$ cat config.mk
export PLATFORM = sky130hd
export DESIGN_NAME = amm_master_tester
export DESIGN_NICKNAME = d
export VERILOG_FILES = /design/src/rtl/amm_master_tester.sv
export SDC_FILE = /design/constraint.sdc
export NUM_CORES = 1
export LEC_CHECK = 0
export ABC_AREA = 0
export BUFFER_PORTS_ARGS = -buffer_cell sky130_fd_sc_hd__buf_2
export CAP_MARGIN = 20
export CORE_MARGIN = 10
export CORE_UTILIZATION = 50
export DETAILED_ROUTE_END_ITERATION = 8
export PLACE_DENSITY = 0.77
export SLEW_MARGIN = 25
export SYNTH_ARGS = -nofsm -noshare
export SYNTH_HDL_FRONTEND = slang
export SYNTH_SLANG_ARGS = --single-unit
$ cat constraint.sdc
create_clock -name clk -period 2.8 [get_ports clk]
set_input_delay 0.14 -clock clk [delete_from_list [all_inputs] [get_ports clk]]
set_output_delay 0.14 -clock clk [all_outputs]
set_load 0.01 [all_outputs]
$ cat src/rtl/amm_master_tester.sv
// Avalon-MM self-test master: writes an address-derived pattern over a block of
// words, reads it back and reports mismatches, first failing address and watchdog aborts.
module amm_master_tester #(
  parameter int DDR_DATA_WIDTH = 64,
  parameter int DDR_ADDR_WIDTH = 32,
  parameter int CNT_WIDTH      = 16,
  parameter int TIMEOUT        = 1024
) (
  input  logic                      clk,
  input  logic                      rst,
  input  logic                      start,
  input  logic [DDR_ADDR_WIDTH-1:0] base_addr,
  input  logic [CNT_WIDTH-1:0]      num_words,
  input  logic [DDR_DATA_WIDTH-1:0] seed,
  output logic                      busy,
  output logic                      done,
  output logic [CNT_WIDTH-1:0]      err_cnt,
  output logic [DDR_ADDR_WIDTH-1:0] first_err_addr,
  output logic                      timeout,
  input  logic                      local_init_done,
  input  logic                      amm_wait,
  output logic [DDR_ADDR_WIDTH-1:0] amm_addr,
  output logic                      amm_ren,
  output logic                      amm_wen,
  output logic [DDR_DATA_WIDTH-1:0] amm_wdata,
  output logic [5:0]                amm_burstcount,
  input  logic                      amm_rvalid,
  input  logic [DDR_DATA_WIDTH-1:0] amm_rdata,
  output logic [2:0]                dbg_state
);

  localparam int DW   = DDR_DATA_WIDTH;
  localparam int AW   = DDR_ADDR_WIDTH;
  localparam int WD_W = $clog2(TIMEOUT + 1);
  localparam logic [WD_W-1:0] WD_MAX = WD_W'(TIMEOUT - 1);

  typedef enum logic [2:0] {
    S_IDLE  = 3'd0,
    S_INIT  = 3'd1,
    S_WRITE = 3'd2,
    S_READ  = 3'd3,
    S_RWAIT = 3'd4,
    S_FIN   = 3'd5
  } state_t;

  // Handshake: a request (amm_ren or amm_wen) is accepted in any cycle where it is
  // high and amm_wait is low; while amm_wait is high the request, address and data hold.

  state_t          state_q;
  logic            busy_q, done_q, tmo_q, ren_q, wen_q;
  logic [AW-1:0]   base_q, addr_q, ferr_q;
  logic [DW-1:0]   seed_q, wdata_q;
  logic [CNT_WIDTH-1:0] cnt_q, idx_q, err_q;
  logic [WD_W-1:0] wd_q;

  logic [AW-1:0]        addr_d;
  logic [CNT_WIDTH-1:0] idx_d, err_d;
  logic [DW-1:0]        wdata_d;
  logic                 last, mismatch, cmp_fire;

  // {~a, a} is zero-extended or truncated to the data width, then masked by the seed.
  function automatic logic [DW-1:0] pattern(input logic [AW-1:0] a, input logic [DW-1:0] s);
    logic [DW+2*AW-1:0] ext;
    ext = {{DW{1'b0}}, ~a, a};
    return ext[DW-1:0] ^ s;
  endfunction

  assign addr_d   = addr_q + 1'b1;
  assign idx_d    = idx_q + 1'b1;
  assign last     = (idx_d == cnt_q);
  assign wdata_d  = pattern(addr_d, seed_q);
  assign err_d    = (&err_q) ? err_q : err_q + 1'b1;
  assign mismatch = (amm_rdata != pattern(addr_q, seed_q));
  assign cmp_fire = ((state_q == S_READ) && !amm_wait && amm_rvalid) ||
                    ((state_q == S_RWAIT) && amm_rvalid);

  always_ff @(posedge clk or negedge rst) begin
    if (!rst) begin
      state_q <= S_IDLE;
      busy_q  <= 1'b0;
      done_q  <= 1'b0;
      tmo_q   <= 1'b0;
      ren_q   <= 1'b0;
      wen_q   <= 1'b0;
      base_q  <= '0;
      addr_q  <= '0;
      ferr_q  <= '0;
      seed_q  <= '0;
      wdata_q <= '0;
      cnt_q   <= '0;
      idx_q   <= '0;
      err_q   <= '0;
      wd_q    <= '0;
    end else begin
      done_q <= 1'b0;
      case (state_q)
        S_IDLE: begin
          if (start) begin
            state_q <= S_INIT;
            busy_q  <= 1'b1;
            err_q   <= '0;
            ferr_q  <= '0;
            tmo_q   <= 1'b0;
            base_q  <= base_addr;
            cnt_q   <= num_words;
            seed_q  <= seed;
            idx_q   <= '0;
            wd_q    <= '0;
          end
        end
        S_INIT: begin
          if (cnt_q == '0) begin
            state_q <= S_FIN;
            busy_q  <= 1'b0;
            done_q  <= 1'b1;
          end else if (local_init_done) begin
            state_q <= S_WRITE;
            wen_q   <= 1'b1;
            addr_q  <= base_q;
            wdata_q <= pattern(base_q, seed_q);
          end
        end
        S_WRITE: begin
          if (!amm_wait) begin
            wd_q  <= '0;
            idx_q <= idx_d;
            if (last) begin
              state_q <= S_READ;
              wen_q   <= 1'b0;
              ren_q   <= 1'b1;
              addr_q  <= base_q;
              idx_q   <= '0;
            end else begin
              addr_q  <= addr_d;
              wdata_q <= wdata_d;
            end
          end else if (wd_q == WD_MAX) begin
            state_q <= S_FIN;
            wen_q   <= 1'b0;
            tmo_q   <= 1'b1;
            busy_q  <= 1'b0;
            done_q  <= 1'b1;
          end else begin
            wd_q <= wd_q + 1'b1;
          end
        end
        S_READ, S_RWAIT: begin
          if (cmp_fire) begin
            wd_q  <= '0;
            idx_q <= idx_d;
            if (mismatch) begin
              err_q <= err_d;
              if (err_q == '0) ferr_q <= addr_q;
            end
            if (last) begin
              state_q <= S_FIN;
              ren_q   <= 1'b0;
              busy_q  <= 1'b0;
              done_q  <= 1'b1;
            end else begin
              state_q <= S_READ;
              ren_q   <= 1'b1;
              addr_q  <= addr_d;
            end
          end else if ((state_q == S_READ) && !amm_wait) begin
            // Accepted without data: park until rvalid, only one read in flight.
            state_q <= S_RWAIT;
            ren_q   <= 1'b0;
            wd_q    <= '0;
          end else if (wd_q == WD_MAX) begin
            state_q <= S_FIN;
            ren_q   <= 1'b0;
            tmo_q   <= 1'b1;
            busy_q  <= 1'b0;
            done_q  <= 1'b1;
          end else begin
            wd_q <= wd_q + 1'b1;
          end
        end
        S_FIN: begin
          state_q <= S_IDLE;
        end
        default: begin
          state_q <= S_IDLE;
          ren_q   <= 1'b0;
          wen_q   <= 1'b0;
          busy_q  <= 1'b0;
        end
      endcase
    end
  end

  assign busy           = busy_q;
  assign done           = done_q;
  assign err_cnt        = err_q;
  assign first_err_addr = ferr_q;
  assign timeout        = tmo_q;
  assign amm_addr       = addr_q;
  assign amm_ren        = ren_q;
  assign amm_wen        = wen_q;
  assign amm_wdata      = wdata_q;
  assign amm_burstcount = 6'd1;
  assign dbg_state      = state_q;

endmodule

==> impl_metrics.env <==
export IMPL_power_leakage_uw=0.0114
export IMPL_drt_met1_wl_mm=24.8
export IMPL_wire_per_inst_um=23.2
export IMPL_hold_path_startpoint="start"
export IMPL_final_util_pct=74.9
export IMPL_grt_usage_pct=30.5
export IMPL_rsz0062_at_grt="true"
export IMPL_path_delay_family="simple AND/OR/NAND/NOR gates"
export IMPL_synth_area_leader_cell="dfrtp_1"
export IMPL_drv_cap=0
export IMPL_cp_arrival_ns=3.38
export IMPL_grt_max_degree=88
export IMPL_drt_wl_total_mm=68.9
export IMPL_violations="setup timing"
export IMPL_status="complete, but fails checks"
export IMPL_first_pass_iters=6
export IMPL_period_needed_ns=2.94
export IMPL_fin_worst_skew_ns=0.0350
export IMPL_slew_headroom_pct=53.6
export IMPL_drtAntennaViolNets=0
export IMPL_first_iter_violations=1858
export IMPL_r2r_start="idx_q[5]"
export IMPL_worstSetupEndpointType="register"
export IMPL_fp_dieW_um=200
export IMPL_fin_crit_sh_pct=105
export IMPL_antenna_found_initial=12
export IMPL_drcViolationCount=0
export IMPL_cts_root_buf="clkbuf_16"
export IMPL_fin_cells=2967
export IMPL_worstSetupPathType="reg2reg"
export IMPL_grt_pass1_wl_mm=94.7
export IMPL_gp_congestion=0.992
export IMPL_nNetsFinal=2679
export IMPL_start_kind="register"
export IMPL_syn_inst=1890
export IMPL_numCtsBuffers=35
export IMPL_yosys_cell_types_count=70
export IMPL_grt_pass1_vias=16595
export IMPL_path_buf_inv=4
export IMPL_hpwl_mm=44.8
export IMPL_drive_gt1_share_pct=34.1
export IMPL_htreeDepth=2
export IMPL_rows=65
export IMPL_worst_hold_path_type="in2reg"
export IMPL_crit_path_max_incr_delay_ns=0.51
export IMPL_numPortBuffers=333
export IMPL_placed_cells=2723
export IMPL_num_io_pins=340
export IMPL_synth_edff_count=0
export IMPL_path_max_fanout=7
export IMPL_start_util_pct=50.9
export IMPL_cts_tree="built"
export IMPL_clock_sinks=291
export IMPL_top_layer_used="met4"
export IMPL_synth_top_area_share_pct=45.0
export IMPL_syn2layout_area_growth_pct=47.1
export IMPL_fp_coreArea_um2=31800
export IMPL_synthArstFlopShare_pct=100
export IMPL_vias=17518
export IMPL_ys_ff_latch=291
export IMPL_wl_met3_mm=6.68
export IMPL_via_per_inst=5.90
export IMPL_peakVddDrop_mv=0.695
export IMPL_clockBufferDepth=3
export IMPL_clk_pin_slew_worst_paths_ns=0.06
export IMPL_critical_path_slowest_cell="or4_4"
export IMPL_cp_required_ns=3.23
export IMPL_syn_mean_instance_area_um2=8.57
export IMPL_synth_warning_count=0
export IMPL_clock_latency_ns=0.54
export IMPL_die_area_um2=40000
export IMPL_setup_ws_ns=-0.142
export IMPL_synth_yosys_seq_area_share_pct=45.0
export IMPL_drv_slew=0
export IMPL_synth_ff_type="dfrtp_1"
export IMPL_worst_pin_slew_ns=0.696
export IMPL_setup_viol=87
export IMPL_fmax_mhz=340
export IMPL_die_h_um=200
export IMPL_yosysMostFrequentCell="nand2_1"
export IMPL_wl_met2_mm=32.6
export IMPL_power_density_nw_per_um2=1200
export IMPL_overflow=0
export IMPL_crit_path_cell_trace="nand4_1 > buf_4 > buf_6 > nor4_4 > xnor2_1 > or4_4 > nor3_4 > o21a_4 > buf_12 > buf_16 > nand2_1 > o21ai_1"
export IMPL_synth_area_um2=16200
export IMPL_worstSetupStartpoint="idx_q[5]"
export IMPL_tns_ns=-2.73
export IMPL_yosys_top_cells_area="dfrtp_1 45%, nand2_1 12%, xnor2_1 6.9%, xor2_1 4.1%, o21ai_0 4.0%"
export IMPL_timing_hold_violations_final=0
export IMPL_ys_top_cells_by_count="503 x nand2_1, 291 x dfrtp_1, 130 x o21ai_0"
state kept, by name (all words and copies together) (netlist names):
register        count
timeout             1
amm_addr           32
base_q             32
done                1
idx_q              16
cnt_q              16
amm_wdata          64
amm_ren             1
wd_q               11
busy                1
dbg_state           3
amm_wen             1
first_err_addr     32
err_cnt            16
seed_q             64
layer usage:
layer / track usage (%) / vias up
li1: - / 7597
met1: 37.4 / 8486
met2: 49.2 / 1124
met3: 6.15 / 311
met4: 17.8 / 0
met5: 0 / -
final timing paths:
| check | end | slack [ns] | cells past startpoint |
|---|---|---|---|
| max reg2reg | amm_wdata[46] | -0.14 | 12 |
| min reg2reg | amm_wdata[18] | 0.48 | 2 |
| max in group asynchronous | first_err_addr[6] | 1.71 | 3 |
| min in group asynchronous | err_cnt[14] | 0.23 | 2 |
| max | amm_wdata[46] | -0.14 | 12 |
| min | dbg_state[1] | 0.15 | 4 |
cells by family after synthesis:
group | Yosys count | synth area share (%)
DFF | 291 | 45.0
xor gates and xnor gates | 204 | 11.1
buffers and inverters | 193 | 4.97
and+or+nand+nor | 789 | 21.6
AOI/OAI and AO/OA | 343 | 13.0
muxes | 63 | 3.93
other | 2 | 0.0464
adders and majority gates | 5 | 0.386
tightest hold or removal path: stages:
cell     delay (ns)
buf_2          0.14
nor2_1         0.13
o32a_1         0.16
a41oi_1        0.05
power breakdown:
part	switching (µW)	internal (µW)
logic	9100	7000
registers	1850	5950
clock network	1890	2800
placed cells by master, fill, tap and decap left out, types with 37 or more instances in the layout:
cell type        n
clkbuf_16       55
a21oi_1         68
xor2_1          72
o21ai_1         37
dlygate4sd3_1  114
inv_1           69
nand2_2         47
dfrtp_1        286
buf_2          332
nand2_1        442
nor2_1          76
buf_4          172
mux2i_1         56
xnor2_1        125
o21ai_0         46
o21ai_2         49
stage by stage:
step | hold WS [ns] | setup WS (ns) | area, µm² | total power, µW
3_3_place_gp | 0.189 | -0.395 | 19500 | 19700
4_1_cts | 0.133 | -0.123 | 22200 | 25600
5_1_grt | 0.154 | -0.199 | 23800 | 29800
3_5_place_dp | 0.195 | -0.454 | 19500 | 20100
2_1_floorplan | -0.156 | -0.0748 | 16300 | 14600
6_report | 0.148 | -0.142 | 23800 | 28600
timing repair:
action	4_1_cts	5_1_grt
pin swaps	14	97
setup endpoints to repair	113	164
setup buffers	14	20
hold buffers	114	0
gates resized for setup	100	270
gates cloned	3	21
endpoints found under the hold margin	188	0
area by class of cell:
| type | instances | area, µm² |
|---|---|---|
| tap | 435 | 544 |
| antenna | 16 | 40.0 |
| sequential | 291 | 7290 |
| clock inverter | 14 | 170 |
| timing repair buffer | 683 | 5330 |
| clock buffer | 47 | 1000 |
| multi-input combinational | 1410 | 9190 |
| inverter | 71 | 267 |
| fill | 2132 | 7970 |
No activity file was read; power rests on OpenSTA's default activity.
